[src/rtl/fft_bitrev_loader.sv]
// fft_bitrev_loader: radix-2 DIT FFT input stage.
// Collects N complex samples in natural order into bit-reversed addresses,
// then streams adjacent-address operand pairs with twiddle W0 to the butterfly.
module fft_bitrev_loader #(
  parameter int DATA_WIDTH = 8,
  parameter int EXPAND     = 6,
  parameter int LOG2N      = 3
) (
  input  logic                    clk,
  input  logic                    rst,
  input  logic                    in_valid,
  output logic                    in_ready,
  input  logic [DATA_WIDTH-1:0]   in_real,
  input  logic [DATA_WIDTH-1:0]   in_imag,
  input  logic                    out_ready,
  output logic                    out_en,
  output logic [DATA_WIDTH-1:0]   in1_real,
  output logic [DATA_WIDTH-1:0]   in1_imag,
  output logic [DATA_WIDTH-1:0]   in2_real,
  output logic [DATA_WIDTH-1:0]   in2_imag,
  output logic [EXPAND+1:0]       ro_real,
  output logic [EXPAND+1:0]       ro_imag,
  output logic                    frame_done
);

  localparam int N = 1 << LOG2N;

  typedef enum logic {FILL, DRAIN} state_t;

  state_t                      state;
  logic [LOG2N-1:0]            wcnt;
  logic [LOG2N-2:0]            pcnt;
  logic [2*DATA_WIDTH-1:0]     mem [N];
  logic [2*DATA_WIDTH-1:0]     word1;
  logic [2*DATA_WIDTH-1:0]     word2;

  function automatic logic [LOG2N-1:0] bitrev(input logic [LOG2N-1:0] a);
    logic [LOG2N-1:0] r;
    r = '0;
    for (int unsigned i = 0; i < LOG2N; i++) begin
      r[i] = a[LOG2N-1-i];
    end
    return r;
  endfunction

  // Pair operands come from adjacent bit-reversed entries.
  assign word1 = mem[{pcnt, 1'b0}];
  assign word2 = mem[{pcnt, 1'b1}];

  // Frame control: fill counter, pair counter, state and end-of-frame pulse.
  always_ff @(posedge clk or posedge rst) begin
    if (rst) begin
      state      <= FILL;
      wcnt       <= '0;
      pcnt       <= '0;
      frame_done <= 1'b0;
    end else begin
      frame_done <= 1'b0;
      case (state)
        FILL: begin
          if (in_valid) begin
            wcnt <= wcnt + LOG2N'(1);
            if (wcnt == '1) state <= DRAIN;
          end
        end
        DRAIN: begin
          if (out_ready) begin
            pcnt <= pcnt + (LOG2N-1)'(1);
            if (pcnt == '1) begin
              state      <= FILL;
              frame_done <= 1'b1;
            end
          end
        end
        default: state <= FILL;
      endcase
    end
  end

  // Sample storage at bit-reversed address; contents need no reset.
  always_ff @(posedge clk) begin
    if (state == FILL && in_valid) mem[bitrev(wcnt)] <= {in_real, in_imag};
  end

  // Outputs decode only registered state and memory; zeroed outside DRAIN.
  always_comb begin
    in_ready = (state == FILL);
    out_en   = (state == DRAIN);
    in1_real = '0;
    in1_imag = '0;
    in2_real = '0;
    in2_imag = '0;
    ro_real  = '0;
    ro_imag  = '0;
    if (state == DRAIN) begin
      {in1_real, in1_imag} = word1;
      {in2_real, in2_imag} = word2;
      ro_real              = (EXPAND+2)'(1) << EXPAND;
    end
  end

endmodule

[config.mk]
export PLATFORM = sky130hd
export DESIGN_NAME = fft_bitrev_loader
export DESIGN_NICKNAME = d
export VERILOG_FILES = /design/src/rtl/fft_bitrev_loader.sv
export SDC_FILE = /design/constraint.sdc
export NUM_CORES = 1
export LEC_CHECK = 0
export CORE_MARGIN = 4
export CORE_UTILIZATION = 50
export CTS_BUF_LIST = sky130_fd_sc_hd__clkbuf_2
export CTS_CLUSTER_DIAMETER = 150
export CTS_CLUSTER_SIZE = 14
export DETAILED_ROUTE_END_ITERATION = 12
export PLACE_DENSITY = 0.74
export SETUP_SLACK_MARGIN = 0.5
export SYNTH_ARGS = -nofsm -noshare
export SYNTH_HDL_FRONTEND = slang
export SYNTH_SLANG_ARGS = --single-unit
[constraint.sdc]
create_clock -name clk -period 1.7 [get_ports clk]
set_input_delay 0.34 -clock clk [delete_from_list [all_inputs] [get_ports clk]]
set_output_delay 0.34 -clock clk [all_outputs]
set_load 0.01 [all_outputs]
==> results_dict.tcl, run 1 <==
set metrics [dict create \
    vias 3113 \
    cp.arrival_ns 2.03 \
    synth_cells 294 \
    final_area_mm2 0.00744 \
    synth_seq_cells 135 \
    grt_pass1_vias 3226 \
    cap_violations 0 \
    die_h_um 112 \
    r2r-start "out_en$_DFF_PP0_" \
    cts.sinks 135 \
    synth_flop_cell "edfxtp_1" \
    setup_viol 119 \
    startpoint_type "register" \
    rsz0062_at_grt "yes" \
    hp-class "primary input to register" \
    finalPower_uw 12000 \
    p_leak_uw 0.00281 \
    drtIter0Drc 226 \
    io_pins 71 \
    antenna_found_initial 1 \
    cts_tree "built" \
    reg2reg_to "mem[4][15]$_DFFE_PP_" \
    grt_first_pass_wirelength_um 18700 \
    wl_um 12500 \
    path_max_fanout 8 \
    syn-cell-area_mm2 0.00537 \
    path_class "register to output port" \
    postSynthAreaPerCell_um2 18.3 \
    ys_seq_area_share_pct 74.9 \
    period_needed_ns 2.37 \
    critPathCaptureType "output port" \
    cp.required_ns 1.36 \
    final_net_count 447 \
    dp_hpwl_um 6840 \
    powerDensity_mw_per_mm2 1620 \
    drive_above_1_share_pct 44.8 \
    grt_max_degree 19 \
    max_clock_freq_mhz 422 \
    final_cells 569 \
    port_buffers 55 \
    status "finished with violations" \
    gp_congestion 0.744 \
    postRouteAntennaNets 0 \
    wl_per_cell_um 22.0 \
    n_antenna_cell 0 \
    core-area_mm2 0.0104 \
    skew_ns 0.0427 \
    finalCritPeriodShare_pct 139 \
    ctsLongestPathBuffers 2 \
    dpl_cell_area_mm2 0.00661 \
    dieArea_mm2 0.0125 \
    vdd.ir_drop.worst_mv 0.869 \
    synth_cell_types 23 \
    slew_violations 0 \
    overflow 0 \
    rrSetupSlack_ns -0.15 \
    placementRows 37 \
    vias_per_cell 5.47 \
    violations "negative setup slack" \
    area_growth_pct 38.7 \
    rr_worst_depth 8 \
    dp.cells 509 \
    htree_levels 4 \
    final_common_cell "edfxtp_1" \
    clkTransAtPathRegs_ns 0.19 \
    root_buffer "clkbuf_2" \
    synth-edff-count 128 \
    finalHoldViolations 0 \
    initial_utilization_pct 51.8 \
    cts_buffers 17 \
    layout_common_cells "128 x edfxtp_1, 46 x mux2i_1, 32 x buf_2" \
    grt_usage_pct 20.4 \
    drc_errors 0 \
    worst_slack_ns -0.670 \
    utilization_pct 71.8 \
    clk_latency_ns 0.68 \
    hold_path_depth 2 \
    die_w_um 112 \
    fill_cells 612 \
    ys_async_sr_fraction_pct 5.19 \
    endpoint "in2_real[3]" \
    synth_warnings 0 \
    drt_first_pass_iters 5 \
    worstSetupStartpoint "pcnt[1]$_DFFE_PP0P_" \
]
-- worst max-delay path: stages, from the launching register on --
cell	delay, ns
dfrtp_4	0.56
buf_12	0.16
buf_16	0.15
mux2i_1	0.13
o22ai_1	0.20
buf_2	0.16
-- kinds of logic (layout without fill, tap and decap cells) --
group / after synthesis / in the layout / synth area share (%)
xor+xnor: 2 / 2 / 0.326
fa+ha+maj: 7 / 7 / 1.63
mux: 67 / 67 / 12.6
buf+inv: 35 / 160 / 5.24
simple gates: 14 / 14 / 1.44
other cells: 1 / 15 / 0.0698
flops: 135 / 135 / 74.9
compound gates: 33 / 33 / 3.82
-- synthesized netlist by cell type (2+ instances only) --
cell,n,area share [%]
and3_1,7,0.82
buf_1,3,0.21
buf_12,4,1.5
buf_2,5,0.47
buf_4,16,2.2
dfrtp_1,7,3.3
edfxtp_1,128,72
ha_1,7,1.6
inv_1,5,0.35
mux2i_1,65,12
nand2_1,3,0.21
o22ai_1,32,3.7
xnor2_1,2,0.33
-- worst min path at each step --
stage	to	from	slack, ns
global placement	pcnt[0]$_DFFE_PP0P_	pcnt[0]$_DFFE_PP0P_	0.54
floorplan	frame_done$_DFF_PP0_	rst	0.14
detailed placement	pcnt[0]$_DFFE_PP0P_	pcnt[0]$_DFFE_PP0P_	0.54
CTS	pcnt[0]$_DFFE_PP0P_	out_ready	0.27
global route	frame_done$_DFF_PP0_	out_ready	0.29
finish	frame_done$_DFF_PP0_	out_ready	0.34
-- power breakdown --
| part | total [uW] | switching, uW | leakage [uW] | internal (uW) |
|---|---|---|---|---|
| logic | 5520 | 2570 | 0.00140 | 2940 |
| clock network | 2300 | 1170 | 0.000173 | 1140 |
| registers | 4220 | 212 | 0.00124 | 4010 |
| total | 12000 | 3950 | 0.00281 | 8090 |
-- registers in the layout (all words and copies together), names as in the netlist --
signal      cells
pcnt            2
frame_done      1
mem           128
out_en          1
wcnt            3
-- cell type report --
class                      count  area, um2  share of cell area (%)
tap                          136        170                    2.29
multi-input combinational    138       1460                    19.6
sequential                   135       4030                    54.1
timing repair buffer         123       1460                    19.6
clock inverter                14        221                    2.97
clock buffer                  18       90.1                    1.21
inverter                       5       18.8                   0.252
-- metal layers --
layer | up-vias | GRT usage, % | routed length, um
li1 | 1389 | - | -
met2 | 123 | 35.5 | 6630
met5 | - | 0 | 8
met1 | 1584 | 24.7 | 5000
met3 | 15 | 5.00 | 720
met4 | 2 | 7.06 | 161
-- through the flow --
step	TNS [ns]	hold slack [ns]	setup slack (ns)
floorplan	0	0.143	0.323
global placement	-18.58	0.541	-0.369
detailed placement	-21.83	0.542	-0.358
CTS	-24.46	0.266	-0.700
global route	-33.52	0.289	-0.789
finish	-26.73	0.345	-0.670
-- what timing repair did --
item,in CTS,in global routing
pin swaps,4,3
gates resized for setup,195,23
gates cloned,5,1
hold endpoints to repair,7,0
hold buffers,1,0
setup endpoints to repair,169,170
buffers inserted,20,1
Power figures use the tool's default switching activity.
==> run 2, diff against run 1 <==
--- a/config.mk
+++ b/config.mk
@@ -6,12 +6,12 @@
 export NUM_CORES = 1
 export LEC_CHECK = 0
 export CORE_MARGIN = 4
-export CORE_UTILIZATION = 50
+export CORE_UTILIZATION = 45
 export CTS_BUF_LIST = sky130_fd_sc_hd__clkbuf_2
 export CTS_CLUSTER_DIAMETER = 150
 export CTS_CLUSTER_SIZE = 14
 export DETAILED_ROUTE_END_ITERATION = 12
-export PLACE_DENSITY = 0.74
+export PLACE_DENSITY = 0.68
 export SETUP_SLACK_MARGIN = 0.5
 export SYNTH_ARGS = -nofsm -noshare
 export SYNTH_HDL_FRONTEND = slang
==> run 2 against run 1 <==
- the flow still finishes with violations (negative setup slack)
- final cell count increased by 0.35%
- largest cell class unchanged
- power shrank 5.2%
- critical path depth stayed put
- final area shrank 0.91%
- global-route usage decreased by 2.2 points
- hold slack worse by 0.044 ns
- first-iteration DRC count decreased by 16%
- routed wire length is 4.8% lower
==> results_dict.tcl, run 2 (synthesized netlist as in run 1, its figures left out) <==
set metrics [dict create \
    area_growth_pct 37.4 \
    wl_per_cell_um 20.9 \
    startpoint_type "register" \
    gp_congestion 0.707 \
    cp_top_family "flip-flops" \
    reg2reg_to "mem[6][11]$_DFFE_PP_" \
    clkTransAtPathRegs_ns 0.20 \
    postRouteAntennaNets 0 \
    die_h_um 117 \
    r2r-start "out_en$_DFF_PP0_" \
    worst_slack_ns -0.663 \
    n_antenna_cell 0 \
    overflow 0 \
    hp-class "primary input to register" \
    initial_utilization_pct 46.4 \
    setup_viol 164 \
    multi_input_area_mm2 0.00146 \
    vias_per_cell 5.27 \
    p_leak_uw 0.00275 \
    drive_above_1_share_pct 43.9 \
    rsz0062_at_grt "yes" \
    slowest_stage "dfrtp_4" \
    critPathCaptureType "output port" \
    crit_path_cell_trace "buf_8 > buf_12 > mux2i_1 > o22ai_1 > buf_2" \
    grt_pass1_vias 3082 \
    cts.sinks 135 \
    htree_levels 4 \
    vias 3008 \
    fill_cells 792 \
    largest_reg_flops 128 \
    grt_first_pass_wirelength_um 17700 \
    skew_ns 0.0242 \
    rrSetupSlack_ns -0.19 \
    final_common_cell "edfxtp_1" \
    rr_worst_depth 9 \
    endpoint "in2_real[6]" \
    wl_um 11900 \
    utilization_pct 63.8 \
    path_max_fanout 8 \
    die_w_um 117 \
    vdd.ir_drop.worst_mv 0.577 \
    top_regs "mem: 128 flops, wcnt: 3 flops, pcnt: 2 flops" \
    clk_latency_ns 0.68 \
    drt_first_pass_iters 4 \
    port_buffers 55 \
    cp.arrival_ns 2.02 \
    root_buffer "clkbuf_2" \
    finalHoldViolations 0 \
    dp_hpwl_um 6650 \
    final_net_count 442 \
    grt_usage_pct 18.1 \
    core-area_mm2 0.0116 \
    cap_violations 0 \
    finalCritPeriodShare_pct 139 \
    drc_errors 0 \
    cts_buffers 17 \
    max_stage_delay_ns 0.53 \
    antenna_found_initial 0 \
    dieArea_mm2 0.0137 \
    worstSetupStartpoint "pcnt[1]$_DFFE_PP0P_" \
    io_pins 71 \
    top_register "mem" \
    cp.required_ns 1.36 \
    slew_violations 0 \
    period_needed_ns 2.36 \
    cp_num_cells 5 \
    status "finished with violations" \
    ctsLongestPathBuffers 2 \
    cts_tree "built" \
    grt_max_degree 17 \
    placementRows 39 \
    drtIter0Drc 189 \
    hold_slack_ns 0.301 \
    layout_common_cells "128 x edfxtp_1, 46 x mux2i_1, 30 x buf_2" \
    path_class "register to output port" \
    layout.area.seq_mm2 0.00402 \
    path_buf_inv 3 \
    violations "negative setup slack" \
    max_clock_freq_mhz 423 \
    powerDensity_mw_per_mm2 1550 \
]
==> run 2: cell count changes in the layout (fill, tap and decap cells not counted), moves of 2 or more <==
| cell | change |
|---|---|
| buf_6 | -2 |
| buf_12 | -2 |
| inv_6 | +3 |
| clkdlybuf4s15_2 | +3 |
| inv_8 | +2 |
| clkinv_4 | -3 |
| buf_2 | -2 |
| buf_16 | +3 |
| bufinv_16 | -3 |
| buf_4 | -3 |
==> run 2: metrics by stage <==
step                      area [um2]  std cells  total power, uW  setup TNS (ns)  setup WS (ns)
after floorplan                 5590        308             6850               0          0.323
after global placement          6530        508             8650          -16.26         -0.334
after detailed placement        6530        508             8700          -18.68         -0.368
after CTS                       7220        566            11100          -24.87         -0.694
after global routing            7380        571            11900          -38.94         -0.806
final                           7380        571            11400          -30.36         -0.663
==> run 2: where the power goes <==
part	switching [uW]	internal [uW]	total, uW
Sequential	167	4010	4170
Clock	1290	714	2000
Combinational	2480	2760	5240
==> run 2: worst min-delay path by stage <==
stage / start / slack (ns) / to / depth (start not counted)
floorplan: rst / 0.14 / frame_done$_DFF_PP0_ / 1
global placement: pcnt[0]$_DFFE_PP0P_ / 0.55 / pcnt[0]$_DFFE_PP0P_ / 2
detailed placement: pcnt[0]$_DFFE_PP0P_ / 0.55 / pcnt[0]$_DFFE_PP0P_ / 2
CTS: out_ready / 0.24 / frame_done$_DFF_PP0_ / 2
global route: out_ready / 0.22 / frame_done$_DFF_PP0_ / 2
finish: out_ready / 0.30 / frame_done$_DFF_PP0_ / 2
==> run 2: worst register-to-register path, stage by stage (launching register included) <==
cell	delay, ns
dfrtp_2	0.49
buf_6	0.13
buf_8	0.12
buf_6	0.12
nor2b_4	0.13
buf_6	0.12
buf_6	0.10
and2_4	0.18
buf_12	0.12
buf_12	0.13
==> run 2: area by class of cell <==
class,count,share of cell area [%]
flip-flops and latches,135,54.5
clock buffers,17,1.15
well taps,143,2.43
inverters,5,0.288
repair buffers,118,19.6
multi-input cells,138,19.7
clock inverters,15,2.26
==> run 2: what timing repair did <==
item                                   4_1_cts  5_1_grt
cloned                                       9        0
buffers inserted                            16        5
hold buffers                                 1        0
resized for setup                          193       27
endpoints found under the hold margin        7        0
pin swaps                                    6        5
setup endpoints to repair                  170      170
==> run 2: layer usage <==
metal | up-vias | routed length [um] | track usage, %
met2 | 89 | 6200 | 30.8
met1 | 1536 | 5020 | 22.7
li1 | 1374 | - | -
met4 | 0 | 112 | 5.50
met3 | 9 | 596 | 5.09
met5 | - | 0 | 0
